### config.mk
export PLATFORM = sky130hd
export DESIGN_NAME = stopwatch_ctrl
export DESIGN_NICKNAME = d
export VERILOG_FILES = /design/src/rtl/stopwatch_ctrl.sv
export SDC_FILE = /design/constraint.sdc
export NUM_CORES = 1
export LEC_CHECK = 0
export CAP_MARGIN = 10
export CORE_ASPECT_RATIO = 2
export CORE_MARGIN = 2
export CORE_UTILIZATION = 38
export CTS_CLUSTER_SIZE = 25
export DETAILED_ROUTE_END_ITERATION = 10
export PLACE_DENSITY = 0.6
export SLEW_MARGIN = 20
export SYNTH_ARGS = -nofsm -noshare
export SYNTH_HDL_FRONTEND = slang
export SYNTH_SLANG_ARGS = --single-unit
### constraint.sdc
create_clock -name clk -period 6.9 [get_ports clk]
set_input_delay 1.035 -clock clk [delete_from_list [all_inputs] [get_ports clk]]
set_output_delay 1.035 -clock clk [all_outputs]
set_load 0.01 [all_outputs]
### src/rtl/stopwatch_ctrl.sv
// -----------------------------------------------------------------------------
// stopwatch_ctrl
//   Stopwatch core: takes the already-synchronized button levels, detects
//   their rising edges, runs the IDLE/CLEAR/RUNNING mode FSM, divides clk down
//   to a centisecond tick and keeps an MM:SS.CC time in BCD.
//
// Parameters
//   DIV       clk cycles per centisecond tick (DIV >= 2)
//
// Ports
//   clk       in   1  system clock, all state on rising edge
//   rst       in   1  asynchronous reset, active-low (0 = reset)
//   btn       in   3  button levels: [2]=IDLE/stop, [1]=CLEAR, [0]=RUN
//   mode      out  3  one-hot state: 100 IDLE, 010 CLEAR, 001 RUNNING
//   cs_bcd    out  8  centiseconds, two BCD digits 00-99
//   sec_bcd   out  8  seconds, two BCD digits 00-59
//   min_bcd   out  8  minutes, two BCD digits 00-59
//   tick      out  1  one-cycle pulse after each centisecond increment
//   rollover  out  1  one-cycle pulse when the time wraps 59:59.99 -> 00:00.00
// -----------------------------------------------------------------------------
module stopwatch_ctrl #(
  parameter int DIV = 100
) (
  input  logic       clk,
  input  logic       rst,
  input  logic [2:0] btn,
  output logic [2:0] mode,
  output logic [7:0] cs_bcd,
  output logic [7:0] sec_bcd,
  output logic [7:0] min_bcd,
  output logic       tick,
  output logic       rollover
);

  localparam int PW = $clog2(DIV);

  // State encodings double as the one-hot mode output.
  typedef enum logic [2:0] {
    S_IDLE  = 3'b100,
    S_CLEAR = 3'b010,
    S_RUN   = 3'b001
  } state_t;

  state_t         r_state;
  state_t         w_state_next;
  logic [2:0]     r_btn_prev;
  logic [2:0]     w_press;
  logic [PW-1:0]  r_presc;
  logic [PW-1:0]  w_presc_next;
  logic [7:0]     r_cs;
  logic [7:0]     r_sec;
  logic [7:0]     r_min;
  logic [7:0]     w_cs_next;
  logic [7:0]     w_sec_next;
  logic [7:0]     w_min_next;
  logic           r_tick;
  logic           r_rollover;
  logic           w_presc_wrap;
  logic           w_inc;
  logic           w_zero;
  logic           w_cs_max;
  logic           w_sec_max;
  logic           w_min_max;

  // Two-digit BCD increment that wraps to 00 after 'top'.
  function automatic logic [7:0] bcd_inc(input logic [7:0] v, input logic [7:0] top);
    logic [7:0] r;
    if (v == top)
      r = 8'h00;
    else if (v[3:0] == 4'd9)
      r = {v[7:4] + 4'd1, 4'd0};
    else
      r = {v[7:4], v[3:0] + 4'd1};
    return r;
  endfunction

  assign w_press = btn & ~r_btn_prev;

  // Next-state logic. Priority among simultaneous presses is CLEAR > IDLE > RUN.
  always_comb begin
    w_state_next = r_state;
    case (r_state)
      S_IDLE: begin
        if (w_press[1])      w_state_next = S_CLEAR;
        else if (w_press[0]) w_state_next = S_RUN;
      end
      S_RUN: begin
        if (w_press[1])      w_state_next = S_CLEAR;
        else if (w_press[2]) w_state_next = S_IDLE;
      end
      S_CLEAR: begin
        if (w_press[2])      w_state_next = S_IDLE;
        else if (w_press[0]) w_state_next = S_RUN;
      end
      default: w_state_next = S_IDLE;
    endcase
  end

  assign w_presc_wrap = (r_presc == PW'(DIV - 1));
  // Increment is decided by the current state, so it still lands on the edge
  // that leaves RUNNING for IDLE.
  assign w_inc        = (r_state == S_RUN) && w_presc_wrap;
  // Zeroing covers both sitting in CLEAR and the edge entering CLEAR, which
  // overrides any increment due on that edge.
  assign w_zero       = (r_state == S_CLEAR) || (w_state_next == S_CLEAR);

  assign w_cs_max  = (r_cs  == 8'h99);
  assign w_sec_max = (r_sec == 8'h59);
  assign w_min_max = (r_min == 8'h59);

  always_comb begin
    w_presc_next = r_presc;
    if (w_zero)
      w_presc_next = '0;
    else if (r_state == S_RUN)
      w_presc_next = w_presc_wrap ? '0 : r_presc + PW'(1);
  end

  // Hold path re-assigns the current value so the time registers are written
  // every cycle.
  always_comb begin
    w_cs_next  = r_cs;
    w_sec_next = r_sec;
    w_min_next = r_min;
    if (w_zero) begin
      w_cs_next  = 8'h00;
      w_sec_next = 8'h00;
      w_min_next = 8'h00;
    end else if (w_inc) begin
      w_cs_next = bcd_inc(r_cs, 8'h99);
      if (w_cs_max) begin
        w_sec_next = bcd_inc(r_sec, 8'h59);
        if (w_sec_max)
          w_min_next = bcd_inc(r_min, 8'h59);
      end
    end
  end

  always_ff @(posedge clk or negedge rst) begin
    if (!rst) begin
      r_state    <= S_IDLE;
      r_btn_prev <= 3'b000;
      r_presc    <= '0;
      r_cs       <= 8'h00;
      r_sec      <= 8'h00;
      r_min      <= 8'h00;
      r_tick     <= 1'b0;
      r_rollover <= 1'b0;
    end else begin
      r_state    <= w_state_next;
      r_btn_prev <= btn;
      r_presc    <= w_presc_next;
      r_cs       <= w_cs_next;
      r_sec      <= w_sec_next;
      r_min      <= w_min_next;
      r_tick     <= w_inc && !w_zero;
      r_rollover <= w_inc && !w_zero && w_cs_max && w_sec_max && w_min_max;
    end
  end

  assign mode     = r_state;
  assign cs_bcd   = r_cs;
  assign sec_bcd  = r_sec;
  assign min_bcd  = r_min;
  assign tick     = r_tick;
  assign rollover = r_rollover;

endmodule
Word level (Yosys, flattened, before mapping)
Cells that the tools add are included.

storage, ports and cells
  output and inout port bits = 29
  bits in registers = 39

cells by class
  $add $sub $neg = 7
  mux-type cells = 24
  bitwise logic cells = 2
  reductions and logical operators = 19
  equality and inequality tests = 11

operator list
  cell                   number
  $mux W8                15
  $add A4 B1 Y4 const B  6
  $mux W7                3
  $eq A8 B7 Y1 const B   2
  $mux W3                5
  $eq A4 B4 Y1 const B   3
  $pmux W3 S3            1
  $reduce_bool A3 Y1     3
  $eq A8 B8 Y1 const B   1
  $reduce_bool A2 Y1     4
  $add A7 B1 Y7 const B  1
  $eq A7 B7 Y1 const B   1
  $eq A3 B2 Y1 const B   2
  $reduce_and A3 Y1      2
  $logic_and A1 B1 Y1    5
  $reduce_and A2 Y1      2
  $reduce_and A4 Y1      1
  $and A3 B3 Y3          1
  $eq A3 B1 Y1 const B   1
  $eq A3 B3 Y1 const B   1
  $not A3 Y3             1
  $logic_not A1 Y1       1
  $logic_or A1 B1 Y1     1

Logic depth before layout (Yosys ltp)
Gate-level depths: netlist (run 1).

  depth in word-level cells = 12
  gate-level depth with buffers = 8
  depth with buffers taken out = 6

Worst setup path after synthesis (run 1)
Ideal clock, no wire load.

  kind = register -> register
  start = register r_state[1], in the netlist mode[1]
  end = register r_sec[6], in the netlist sec_bcd[6]
  setup slack = 4603 ps
  data required time = 6822 ps
  library setup time = 78 ps
  path buffers = 4
  arrival = 2219 ps
  stages on the path, launching flop included = 9
  cells stage by stage = dfrtp_1 > buf_6 > nand4bb_1 > buf_6 > or4_4 > buf_6 > buf_6 > or4_1 > a21oi_1

between the ends
  word-level cells in the longest chain between the ends = 7
  elaborated cells on any way between the ends = 17
  those cells by class = eq/ne: 4; mux: 7; reduce/logical: 6

RTL lines
  element                                                                           line        source
  from (decl)                                                                       44          state_t r_state;
  from (signal assigned)                                                            150         r_state <= w_state_next;
  $mux W3 (on tied branches)                                                        85, 93, 89
  $mux W3 (on tied branches)                                                        92, 84, 88
  $pmux W3 S3                                                                       82          case (r_state)
  $eq A3 B2 Y1                                                                      105         assign w_zero = (r_state == S_CLEAR) || (w_state_next == S_CLEAR);
  $logic_or A1 B1 Y1                                                                105
  $reduce_bool A3 Y1 (no source line) / $reduce_bool A2 Y1 (equally long branches)  n/a
  $reduce_and A3 Y1 (no source line)                                                n/a
  to (signal assigned)                                                              154         r_sec <= w_sec_next;
  to (decl)                                                                         51          logic [7:0] r_sec;

Parallel ways exist; a longest one is shown, timed or not.
A chain may end at the register's enable or synchronous reset.

Worst setup path in the final report (run 1)
  start = register r_state[0], in the netlist mode[0]
  end = register r_min[2], in the netlist min_bcd[2]

between the ends
  word-level cells in the longest chain between the ends = 7
  elaborated cells on any way between the ends = 17
  those cells by class = eq/ne: 4; mux: 7; reduce/logical: 6

RTL lines
  element                              line        source
  $mux W3 (on tied branches)           85, 93, 89
  $mux W3 (on tied branches)           92, 84, 88
  $pmux W3 S3                          82
  $eq A3 B2 Y1                         105
  $logic_or A1 B1 Y1                   105
  $reduce_bool A2 Y1 (no source line)  n/a
  $reduce_and A3 Y1 (no source line)   n/a
  to (signal assigned)                 155         r_min <= w_min_next;
  to (decl)                            52          logic [7:0] r_min;

Parallel ways exist; a longest one is shown, timed or not.

==> results of run 1 <==
[cell usage in the layout (no fill, tap or decap), types with 2 or more instances in the layout]
cell type	synthesis	final
a311oi_1	2	2
clkbuf_16	0	5
nand3b_1	3	3
xor2_1	2	2
nor4_1	3	3
xnor2_1	2	2
o21ai_0	17	17
or4b_1	2	2
nand3_1	9	9
nor3b_1	4	4
ha_1	13	13
nor2b_1	7	7
and3b_1	6	6
o31ai_1	9	9
nor3_1	7	7
inv_1	14	14
nand4bb_1	2	2
clkdlybuf4s50_1	0	32
dfrtp_1	38	38
and2_1	2	2
a21oi_1	26	26
nand4_1	4	4
or3_1	3	3
nor2_1	11	11
or4_1	13	13
nand2_1	13	12
a41oi_1	2	2
clkbuf_8	0	2
[kinds of logic after synthesis]
group | count (synthesis) | synth area share (%)
xor gates and xnor gates | 4 | 1.553
AOI/OAI and AO/OA | 61 | 15.70
buffers and inverters | 26 | 5.657
DFF | 39 | 43.32
muxes | 1 | 0.4437
adders and majority gates | 13 | 7.210
and+or+nand+nor | 95 | 26.12
[power by group]
group	switching [W]	internal, W
Combinational	0.0000446	0.0000287
Sequential	0.0000181	0.000240
Clock	0.0000900	0.000154
[registers in the layout (all words and copies together) (netlist names)]
signal      flops
sec_bcd         8
r_btn_prev      3
r_presc         7
cs_bcd          8
mode            3
tick            1
min_bcd         8
rollover        1
[area by class of cell]
cell class | instances | share of cell area [%]
Tap cell | 61 | 2.784
Multi-Input combinational cell | 174 | 42.08
Clock buffer | 8 | 5.705
Sequential cell | 39 | 35.65
Timing Repair Buffer | 33 | 11.87
Inverter | 14 | 1.917
[worst max-delay path by stage]
stage	startpoint	to	cells after the start	slack (ps)
after floorplan	mode[1]	sec_bcd[6]	8	4600
after detailed placement	btn[1]	cs_bcd[3]	5	3600
final	mode[0]	min_bcd[2]	4	4250
after global placement	btn[1]	tick	5	3660
after CTS	btn[1]	tick	5	3910
after global routing	btn[1]	rollover	5	4040
[worst max-delay path: stages (launching register included)]
cell	delay [ps]
dfrtp_1	560
nand4bb_1	380
or3_1	730
or4b_2	720
a21oi_1	160
[through the flow]
stage | setup slack [ps] | util [%] | cell area [µm²] | total power [W] | hold WS [ps]
floorplan | 4603 | - | 2256 | 0.0003080 | 505.5
global placement | 3665 | 45.23 | 2582 | 0.0003372 | 514.6
detailed placement | 3597 | 45.23 | 2582 | 0.0003372 | 520.4
CTS | 3907 | 47.97 | 2739 | 0.0005838 | 528.7
global route | 4045 | 48.02 | 2741 | 0.0006048 | 554.9
finish | 4250 | 48.02 | 2741 | 0.0005755 | 526.2
[metal layers]
metal | global-route usage (%) | up-vias | wire length [µm]
met5 | 0 | - | 0
met4 | 7.132 | 0 | 104
met3 | 3.200 | 8 | 133
met2 | 29.59 | 31 | 2738
met1 | 19.15 | 919 | 2096
li1 | - | 934 | -
==> impl_results.md, run 1 <==
* Crit Path Max Fanout at 23
* Synth top area share at between 40% and 50%
* Initial drt markers at 56
* Maximum buffer depth of the clock tree at 2
* Critical path type: reg2reg
* Hold Path Class: reg2reg
* Tcrit/Tclk final at ~38%
* Main synth FF type: dfrtp_1
* CP Capture Type: flop
* Reg-to-reg startpoint: mode[0]
* Final WL at between 5000 and 6000 µm
* R2R Path End: min_bcd[2]
* Area of the multi-input gates at 0.001154 mm²
* Fillcell total at 568
* Via count at approximately 1,900
* Post-CTS Setup Inserts at 0
* Leak pwr at between 1 and 1.5 nW
* Final Non-Filler Cells at between 300 and 400
* Largest net degree at the start of global routing at 40
* Gr ovfl total at 0
* Hold EP: cs_bcd[7]
* Post-layout min period at between 2000 and 3000 ps
* Clock skew at between 4 and 5 ps
* Worst R2R Path Depth at 4
* Setup TNS at 0 ps
* Syn Area/Cell at 9.439 µm²
* EDFF count, synth at 0
* Yosys top cell by area: dfrtp_1
* Syn. warnings at 0
* Req. time, crit path at about 7100 ps
* Synth unique cells at 40
* Worst slew margin at a little over two fifths
* Clk root buf: clkbuf_16
* Vias in the first global route at between 1,500 and 2,000
* Max-cap violations at 0
* DRT antenna net count at 0
* Half-perimeter wire length after placement at about 3500 µm
* DIE AREA at between 0.006 and 0.007 mm²
* Worst Tran Pin Value at between 800 and 900 ps
* Pwr dens at approximately 210 mW/mm²
* Cells after synthesis at around 240
* Top-count cell post-synth: dfrtp_1
* Largest cells by area after synthesis: dfrtp_1, ha_1, a21oi_1, or4_1, o21ai_0
* Clock transition at path regs at around 60 ps
* Num CTS Buffers at 5
* Register-to-register setup slack at 4250 ps
* Hold-fix buffers at CTS at 0
* Final GP Congestion at between 0.7 and 0.8
* GRT Resource Usage Total at 16.84%
* CTS tree: done
* Crit path DAT at 2850 ps
* PortBufs at 33
* Share of cells above drive strength 1 at 4.851%
* Final #Nets at about 290
* DRC viols at 0
* Synthesized Nets at ~260
* Wire per inst at between 15 and 20 µm
* Status: finished clean
* DRT Pass-1 Iters at 4
* Seq. cell area at around 980 µm²
* Pins Over Slew Limit at 0
* Core Footprint at 0.005709 mm²
* Fmax at around 380 MHz
* Most frequent cells after synthesis: dfrtp_1, a21oi_1, o21ai_0
* Fin. Hold Viols at 0
* Diodes inserted at 0
* Startpoint Class: flop
* Hold Path Stages at 1
* Row count at 39
* #FFs+latches synth at 39
* Die W at 58.48 µm
* H-tree depth at 2
* Post-Syn Area at roughly 0.0023 mm²
* RSZ-0062 raised after global routing: false
* Cells after DPL at approximately 320
* Initial antenna violation count at 0
* DR vias/cell at about 5.8
* Num ports at 34
* Worst skew pair latency at about 280 ps
* Asr flop ratio synth at 100.0%
* Die H at about 110 µm
* First-pass GRT wire length at approximately 8600 µm
* Seq/Total Area, Yosys at about 43%
* Clock sinks at 39
* Hold path start: cs_bcd[7]
* Peak VDD IR at 0.2612 mV
* Post-CTS resize count at 0
* Setup-failing EPs final at 0
* Initial core utilization at about two fifths
* Area grow syn2layout at 21.52%
Power figures use the tool's default switching activity.
==> inputs of run 2 (changes only) <==
--- a/config.mk
+++ b/config.mk
@@ -11,7 +11,7 @@
 export CORE_UTILIZATION = 38
 export CTS_CLUSTER_SIZE = 25
 export DETAILED_ROUTE_END_ITERATION = 10
-export PLACE_DENSITY = 0.6
+export PLACE_DENSITY = 0.62
 export SLEW_MARGIN = 20
 export SYNTH_ARGS = -nofsm -noshare
 export SYNTH_HDL_FRONTEND = slang
==> constraint.sdc (replaced) <==
create_clock -name clk -period 2.3 [get_ports clk]
set_input_delay 0.345 -clock clk [delete_from_list [all_inputs] [get_ports clk]]
set_output_delay 0.345 -clock clk [all_outputs]
set_load 0.01 [all_outputs]
==> impl_results.md, run 2 (synthesized netlist as in run 1, its figures left out) <==
* Final Non-Filler Cells at 349 (+6.1%)
* Final #Nets at 305 (+7.0%)
* Leak pwr at 1.204 nW (+9.2%)
* Initial drt markers at 58 (+3.6%)
* Die H at 113.0 µm (unchanged)
* Register-to-register setup slack at 90 ps (-4160 ps)
* Clock transition at path regs at 60 ps (about the same)
* Core Footprint at 0.005709 mm² (unchanged)
* RSZ-0062 raised after global routing: false
* GRT Resource Usage Total at 19.29% (+2.5 points)
* Top Layer Used: met4
* Reg-to-reg startpoint: sec_bcd[1]
* Met3 wire length at 176 µm (+32%)
* Worst slew margin at 72.93% (+31 points)
* CP Capture Type: flop
* Peak VDD IR at 0.5480 mV (+110%)
* R2R Path End: sec_bcd[7]
* H-tree depth at 2 (unchanged)
* Post-layout min period at 2205 ps (-444.6 ps)
* Via count at 2,038 (+7.7%)
* Post-CTS Setup Inserts at 0 (unchanged)
* Hold Path Class: in2async
* CTS tree: done
* Crit Path Max Fanout at 17 (-26%)
* Diodes inserted at 0 (unchanged)
* Vias in the first global route at 2,055 (+14%)
* Final worst setup slack at 94.65 ps (-4155 ps)
* Final WL at 5648 µm (+11%)
* Clock sinks at 39 (unchanged)
* Wire per inst at 16.18 µm (+5.0%)
* Worst skew pair latency at 290 ps (about the same)
* Worst Tran Pin Value at 405.2 ps (-469.0 ps)
* CP top delay family: simple AND/OR/NAND/NOR gates
* Clk root buf: clkbuf_16
* Half-perimeter wire length after placement at 4144 µm (+19%)
* Row count at 39 (unchanged)
* Initial core utilization at 39.51% (unchanged)
* Critical-path top delay cell: or4_4
* Pwr dens at 627.2 mW/mm² (+200%)
* Pins Over Slew Limit at 0 (unchanged)
* Tcrit/Tclk final at 95.88% (+57 points)
* Die W at 58.48 µm (unchanged)
* DRT antenna net count at 0 (unchanged)
* Cells after DPL at 340 (+5.9%)
* CP cell instances: inv_1 > ha_1 > nand3b_1 > or4_4 > or4b_1 > a21oi_1
* Crit path DAT at 2420 ps (-430 ps)
* DRC viols at 0 (unchanged)
* Num ports at 34 (unchanged)
* Maximum buffer depth of the clock tree at 2 (unchanged)
* Worst hold slack at 501.9 ps (-24.31 ps)
* First-pass GRT wire length at 9873 µm (+14%)
* Place WS at 39.24 ps (-3558 ps)
* Share of cells above drive strength 1 at 10.76% (+5.9 points)
* DRT Pass-1 Iters at 4 (unchanged)
* Most frequent cells in the layout: dfrtp_1, clkdlybuf4s50_1, a21oi_1
* Req. time, crit path at 2510 ps (-4590 ps)
* Final GP Congestion at 0.7320 (-3.3%)
* Startpoint Class: flop
* Setup-failing EPs final at 0 (unchanged)
* Max-cap violations at 0 (unchanged)
* Met1 WL at 2181 µm (+4.1%)
* PortBufs at 33 (unchanged)
* Layout Utilization at 50.84% (+2.8 points)
* Critical path type: reg2reg
* Largest net degree at the start of global routing at 26 (-35%)
* Gr ovfl total at 0 (unchanged)
* Met2 WL at 3193 µm (+17%)
* Fin. Hold Viols at 0 (unchanged)
* Setup TNS at 0 ps (unchanged)
* Worst R2R Path Depth at 6 (+2)
* Fmax at 453.4 MHz (+20%)
* DIE AREA at 0.006606 mm² (unchanged)
* Clock skew at 9.702 ps (+5.000 ps)
* Num CTS Buffers at 5 (unchanged)
* DR vias/cell at 5.840 (+1.5%)
* Status: finished clean
* Area grow syn2layout at 28.67%
* CP max stage delay at 640 ps (-90 ps)
* Initial antenna violation count at 0 (unchanged)
* CP Buf/Inv Count at 1 (+1)
* Most common cell after layout, fill and taps aside: dfrtp_1
## run 2: cell types whose count changed in the layout (fill, tap and decap cells not counted)
cell and delta:
buf_4 +19, clkbuf_8 -2, bufinv_16 +1, clkbuf_1 +1
dlygate4sd3_1 +1, nand2_1 +1, nand2_2 -1, or3_1 -1
or3_4 +1
## run 2: area by class of cell
type | instances | area [µm²]
multi-input cells | 174 | 1156
well taps | 61 | 76.32
inverters | 14 | 52.55
flip-flops and latches | 39 | 977.2
repair buffers | 53 | 478.0
clock buffers | 7 | 132.6
clock inverters | 1 | 30.03
fillers | 556 | 2806
## run 2: worst max path at each step
stage | from | to | slack (ps) | depth (start not counted)
after floorplan | mode[1] | sec_bcd[6] | 3 | 8
after global placement | r_presc[0] | sec_bcd[7] | 130 | 5
after detailed placement | r_presc[0] | min_bcd[7] | 40 | 5
after CTS | r_presc[0] | min_bcd[7] | 40 | 5
after global routing | r_presc[0] | min_bcd[7] | 5 | 5
final | sec_bcd[1] | sec_bcd[7] | 90 | 6
## run 2: what timing repair did
| item | in CTS | in global routing |
|---|---|---|
| endpoints found under the hold margin | 13 | 0 |
| hold buffers | 1 | 0 |
| setup endpoints to repair | 0 | 10 |
| gates resized for setup | 0 | 1 |
## run 2: worst register-to-register path, stage by stage, from the launching register on
cell,delay (ps)
dfrtp_1,430
inv_1,70
ha_1,150
nand3b_1,120
or4_4,640
or4b_1,560
a21oi_1,170
## run 2: report_power, final
part,switching [W],internal [W],total (W)
combinational,0.000165,0.000110,0.000275
sequential,0.0000384,0.000721,0.000759
clock,0.000274,0.000513,0.000786
total,0.000477,0.00134,0.00182
## run 2: metal layers
metal	track usage, %	vias up
met3	3.886	9
met2	35.36	42
met1	21.19	1007
met4	6.512	0
li1	-	980
met5	0	-
## run 2: metrics by stage
stage	instance area [µm²]	power (W)
floorplan	2256	0.0009240
global placement	2725	0.001037
detailed placement	2725	0.001044
CTS	2898	0.001836
global route	2903	0.001902
finish	2903	0.001820
==> inputs of run 3 (changes only) <==
--- a/config.mk
+++ b/config.mk
@@ -5,6 +5,7 @@
 export SDC_FILE = /design/constraint.sdc
 export NUM_CORES = 1
 export LEC_CHECK = 0
+export ABC_CLOCK_PERIOD_IN_PS = 2300
 export CAP_MARGIN = 10
 export CORE_ASPECT_RATIO = 2
 export CORE_MARGIN = 2
==> results of run 3 <==
No change in the layout: final DEF, timing and power equal those of run 2.
